===== src/rtl/sched_pkg.sv =====
// rtl/sched_pkg.sv - shared types and frame layout for the sensor access scheduler
package sched_pkg;

    localparam int FRAME_W = 40;

    localparam int HUM_INT_LSB  = 32;
    localparam int HUM_DEC_LSB  = 24;
    localparam int TEMP_INT_LSB = 16;
    localparam int TEMP_DEC_LSB = 8;
    localparam int CHK_LSB      = 0;

    typedef enum logic [2:0] {
        IDLE    = 3'd0,
        ISSUE   = 3'd1,
        WAIT    = 3'd2,
        RESP    = 3'd3,
        HOLDOFF = 3'd4
    } state_t;

endpackage


===== src/rtl/rr_arbiter.sv =====
// rtl/rr_arbiter.sv - combinational round-robin pick of the first set bit at or after a pointer
module rr_arbiter #(
    parameter int N    = 4,
    parameter int ID_W = 2
) (
    input  logic [N-1:0]    pending,
    input  logic [ID_W-1:0] ptr,
    output logic [ID_W-1:0] grant_id,
    output logic            grant_any
);

    // First pass finds the lowest set bit (the wrap-around winner); the second
    // pass overrides it with the lowest set bit at or above the pointer.
    always_comb begin
        grant_id  = '0;
        grant_any = 1'b0;
        for (int i = N - 1; i >= 0; i--) begin
            if (pending[i]) begin
                grant_any = 1'b1;
                grant_id  = ID_W'(i);
            end
        end
        for (int i = N - 1; i >= 0; i--) begin
            if (pending[i] && (ID_W'(i) >= ptr)) begin
                grant_id = ID_W'(i);
            end
        end
    end

endmodule


===== src/rtl/sensor_access_scheduler.sv =====
// rtl/sensor_access_scheduler.sv - round-robin sequencer for the shared temperature/humidity sensor
module sensor_access_scheduler
    import sched_pkg::*;
#(
    parameter int REQ_COUNT      = 4,
    parameter int ID_W           = 2,
    parameter int MIN_GAP_CYCLES = 100_000_000,
    parameter int TIMEOUT_CYCLES = 5_000_000
) (
    input  logic                 clock_50Mhz,
    input  logic                 reset,
    input  logic [REQ_COUNT-1:0] req,
    input  logic                 sensor_done,
    input  logic [FRAME_W-1:0]   sensor_frame,
    output logic                 enable_sensor,
    output logic                 resp_valid,
    output logic [ID_W-1:0]      resp_id,
    output logic [FRAME_W-1:0]   resp_frame,
    output logic                 resp_chk_ok,
    output logic                 resp_timeout,
    output logic                 busy
);

    localparam int CNT_MAX = (MIN_GAP_CYCLES > TIMEOUT_CYCLES) ? MIN_GAP_CYCLES : TIMEOUT_CYCLES;
    localparam int CNT_W   = $clog2(CNT_MAX + 1);
    localparam logic [CNT_W-1:0] GAP_LOAD = CNT_W'(MIN_GAP_CYCLES);
    localparam logic [CNT_W-1:0] TMO_LOAD = CNT_W'(TIMEOUT_CYCLES);
    localparam logic [CNT_W-1:0] CNT_ONE  = CNT_W'(1);

    state_t               state;
    state_t               state_n;
    logic [REQ_COUNT-1:0] pending;
    logic [REQ_COUNT-1:0] clr_mask;
    logic [ID_W-1:0]      ptr;
    logic [ID_W-1:0]      cur_id;
    logic [ID_W-1:0]      grant_id;
    logic                 grant_any;
    logic [CNT_W-1:0]     cnt;
    logic [7:0]           byte_sum;

    rr_arbiter #(
        .N    (REQ_COUNT),
        .ID_W (ID_W)
    ) u_rr_arbiter (
        .pending   (pending),
        .ptr       (ptr),
        .grant_id  (grant_id),
        .grant_any (grant_any)
    );

    assign byte_sum = sensor_frame[HUM_INT_LSB +: 8] + sensor_frame[HUM_DEC_LSB +: 8]
                    + sensor_frame[TEMP_INT_LSB +: 8] + sensor_frame[TEMP_DEC_LSB +: 8];

    assign busy = (state != IDLE);

    always_ff @(posedge clock_50Mhz) begin
        if (reset) begin
            state <= HOLDOFF;
        end else begin
            state <= state_n;
        end
    end

    // WAIT and HOLDOFF leave on the cycle whose decrement would reach zero.
    always_comb begin
        state_n       = state;
        enable_sensor = 1'b0;
        resp_valid    = 1'b0;
        case (state)
            IDLE:    if (grant_any) state_n = ISSUE;
            ISSUE: begin
                enable_sensor = 1'b1;
                state_n       = WAIT;
            end
            WAIT:    if (sensor_done || (cnt <= CNT_ONE)) state_n = RESP;
            RESP: begin
                resp_valid = 1'b1;
                state_n    = HOLDOFF;
            end
            HOLDOFF: if (cnt <= CNT_ONE) state_n = IDLE;
            default: state_n = HOLDOFF;
        endcase
    end

    always_comb begin
        clr_mask = '0;
        if (state == RESP) clr_mask[cur_id] = 1'b1;
    end

    always_ff @(posedge clock_50Mhz) begin
        if (reset) begin
            pending      <= '0;
            ptr          <= '0;
            cur_id       <= '0;
            cnt          <= GAP_LOAD;
            resp_id      <= '0;
            resp_frame   <= '0;
            resp_chk_ok  <= 1'b0;
            resp_timeout <= 1'b0;
        end else begin
            // A request landing in its own response cycle survives the clear.
            pending <= (pending & ~clr_mask) | req;
            case (state)
                IDLE:  if (grant_any) cur_id <= grant_id;
                ISSUE: cnt <= TMO_LOAD;
                WAIT: begin
                    if (sensor_done) begin
                        resp_id      <= cur_id;
                        resp_frame   <= sensor_frame;
                        resp_chk_ok  <= (byte_sum == sensor_frame[CHK_LSB +: 8]);
                        resp_timeout <= 1'b0;
                    end else if (cnt <= CNT_ONE) begin
                        resp_id      <= cur_id;
                        resp_frame   <= '0;
                        resp_chk_ok  <= 1'b0;
                        resp_timeout <= 1'b1;
                    end else begin
                        cnt <= cnt - CNT_ONE;
                    end
                end
                RESP: begin
                    ptr <= (cur_id == ID_W'(REQ_COUNT - 1)) ? '0 : cur_id + 1'b1;
                    cnt <= GAP_LOAD;
                end
                HOLDOFF: if (cnt > CNT_ONE) cnt <= cnt - CNT_ONE;
                default: ;
            endcase
        end
    end

endmodule

===== config.mk =====
export PLATFORM = sky130hd
export DESIGN_NAME = sensor_access_scheduler
export DESIGN_NICKNAME = d
export VERILOG_FILES = /design/src/rtl/sched_pkg.sv /design/src/rtl/rr_arbiter.sv /design/src/rtl/sensor_access_scheduler.sv
export SDC_FILE = /design/constraint.sdc
export NUM_CORES = 1
export LEC_CHECK = 0
export CORE_UTILIZATION = 46
export DETAILED_ROUTE_END_ITERATION = 8
export PLACE_DENSITY_LB_ADDON = 0.12
export RECOVER_POWER = 50
export SLEW_MARGIN = 20
export SYNTH_ARGS = -nofsm -noshare
export SYNTH_HDL_FRONTEND = slang
export SYNTH_SLANG_ARGS = --single-unit
export TNS_END_PERCENT = 20

===== constraint.sdc =====
create_clock -name clock_50Mhz -period 3.1 [get_ports clock_50Mhz]
set_input_delay 0.465 -clock clock_50Mhz [delete_from_list [all_inputs] [get_ports clock_50Mhz]]
set_output_delay 0.465 -clock clock_50Mhz [all_outputs]
set_load 0.01 [all_outputs]

==> results.toml <==
[timing]
slew_headroom = 0.3974
finalCritPeriodShare = 0.9777
finalMaxSlewViolations = 0
setup_viol = 0
tightest_slew_ns = 0.8979
skew_ns = 0.009840
grt_setup_unrepaired = "yes"
finalHoldViolations = 0
post-route-min-period_ns = 3.031
fmax_ghz = 0.3299

[route]
first_iter_violations = 153
antenna_left = 0
drt-total-wl_um = 10720
dr.pass1.iters = 4
wl_per_cell_um = 15.90
num_vias = 3815
drc_errors = 0
vias_per_cell = 5.660

[global_routing]
use_met3 = 0.07731
use_met2 = 0.3704
grt_pass1_vias = 3700
grt.busiest_layer = "met2"
gr-total-overflow = 0
antenna_found_initial = 0
grt_max_degree = 42
grt_pass1_wl_um = 17750
grtUsageTotal = 0.2297
globalRouteMet1Util = 0.2902

[floorplan]
dieArea_mm2 = 0.009556
core_region_area_mm2 = 0.008806
start_util = 0.4790
num_rows = 34
ios = 94
chipHeight_um = 97.76
die_w_um = 97.76

[pwr]
p_leak_nw = 2.292
irDropWorstVdd_v = 0.0002345
p_per_area_mw_per_mm2 = 437.6

[setup_path]
cpMaxStageDelayCell = "fa_1"
cpPeakStageDelay_ns = 0.58
cp_cell_sequence = "clkdlybuf4s50_1, fa_1, fa_1, ha_4, a21oi_2, nor2_1, nor2_2, buf_4, buf_4, buf_4, o21ai_1, xnor2_1, o31ai_2"
endpoint_kind = "register"
worstPathMaxFanout = 3
worst-setup-path-type = "input port to register"
critPathArrivalTime_ns = 3.31
start_kind = "input port"
cp.required_ns = 3.38
crit_top_cell = "buf_4"

[cells_and_area]
final_util = 0.6300
design_area_mm2 = 0.005548
final_cell_mix = "dfxtp_1, dlygate4sd3_1, a22o_1"
layout-drive-gt1-share = 0.1131
antenna_cells = 0
final_nets = 636
layout_commonest_cell = "dfxtp_1"
syn_to_final_growth_pct = 31.53

[flow_run]
max-cap-violations = 0

[logic_synthesis]
syn_nets = 534
synthArstFlopShare = 0
ys.flop_type = "dfxtp_1"
syn_inst = 460
synth_area_mm2 = 0.004218
syn_avg_cell_area_um2 = 9.169
yosys_warnings = 0
ys_ff_latch = 82
synth-edff-count = 0
synth_seq_area_share = 0.3892
synth_cell_types = 57

[clock_tree]
cts_hold_buffers = 0
cts_buffers = 9
htreeDepth = 3
clk_transition_reported_paths_ns = 0.08
clockBufferDepth = 2
clkLatencyLatePin_ns = 0.36
clock_sink_count = 82
cts_tree = "built"
root_buffer = "clkbuf_8"

[place]
place_area_mm2 = 0.005354
io_buffer_count = 93
place_congestion = 0.8795
hpwl_um = 7677

[worst_hold_path]
hp-class = "input port to register"

[status]
outcome = "finished clean"
-- per-layer routing --
metal / up-vias / wire (um) / share of wire
met5: - / 0 / 0
met4: 0 / 142 / 0.013
met3: 13 / 900 / 0.084
met2: 129 / 4913 / 0.46
met1: 1789 / 4761 / 0.44
li1: 1884 / - / -
-- critical path, delay by kind of cell --
| family | cells | cell delay [ns] |
|---|---|---|
| buffers and inverters | 4 | 0.81 |
| AND/OR/NAND/NOR | 2 | 0.18 |
| XOR/XNOR | 1 | 0.10 |
| adder cells (fa/ha/maj) | 3 | 1.35 |
| AO/OA/AOI/OAI | 3 | 0.42 |
-- state kept, by name, summed over array words and instances, names as in the netlist, 2 cells and up --
signal,flops
cur_id,2
pending,4
ptr,2
resp_frame,40
resp_id,2
cnt,27
state,3
-- cell type report --
| type | count | area [um2] |
|---|---|---|
| Inverter | 23 | 86.33 |
| Multi-Input combinational cell | 328 | 2435 |
| Fill cell | 774 | 3258 |
| Timing Repair Buffer | 118 | 1091 |
| Clock inverter | 6 | 35.03 |
| Clock buffer | 9 | 123.9 |
| Tap cell | 108 | 135.1 |
| Sequential cell | 82 | 1642 |
-- synthesized netlist by cell type, drive strengths merged, types with 8 or more instances --
library cell  instances  area [um2]
nor2                 39       148.9
xnor2                16       140.1
nor4                  8       71.32
fa                   14       280.3
nand2                27       103.9
a21oi                35       175.2
clkbuf               21       78.83
ha                   13       162.7
dfxtp                82        1642
nor3                 14       80.08
inv                  23       86.33
nand3                15       80.08
o21ai                12       60.05
a22o                 40       350.3
-- metrics by stage --
stage | std cells | TNS (ns) | total power, mW | hold WS [ns] | worst slack (ns)
2_1_floorplan | 460 | -0.09334 | 1.518 | 0.4515 | -0.09334
3_3_place_gp | 656 | -0.6217 | 1.704 | 0.4506 | -0.6217
3_5_place_dp | 656 | -0.6921 | 1.718 | 0.4649 | -0.6921
4_1_cts | 674 | 0 | 2.432 | 0.3393 | 0.005657
5_1_grt | 674 | -0.04997 | 2.555 | 0.3495 | -0.04997
6_report | 674 | 0 | 2.428 | 0.3517 | 0.06921
-- kinds of logic after synthesis --
logic type	share of synthesized area
AND/OR/NAND/NOR	0.1789
AO/OA/AOI/OAI	0.2278
flip-flops	0.3892
buffers and inverters	0.04835
adder cells (fa/ha/maj)	0.1050
XOR/XNOR	0.04361
multiplexers	0.007120
-- repair_timing --
| action | 4_1_cts | 5_1_grt |
|---|---|---|
| pin swaps | 11 | 4 |
| gates resized for setup | 22 | 5 |
| endpoints found under the setup margin | 1 | 1 |
| buffers inserted | 3 | 0 |
-- worst paths after layout --
| path | from | end | slack [ns] | cells past startpoint |
|---|---|---|---|---|
| worst max register to register | state[1] | cnt[26] | 0.56 | 5 |
| worst min-delay path | sensor_frame[17] | resp_frame[17] | 0.35 | 2 |
| worst max-delay path | sensor_frame[11] | resp_chk_ok | 0.07 | 13 |
| worst min register to register | resp_frame[27] | resp_frame[27] | 0.48 | 1 |
-- where the power goes --
part           leakage (nW)  switching [mW]  internal, mW  total [mW]
Combinational          1.55           0.293         0.333       0.627
Sequential            0.664          0.0329          1.08        1.12
Clock                0.0806           0.405         0.281       0.685
Total                  2.29           0.731          1.70        2.43
Note: power is estimated with default switching activity, not from simulation.
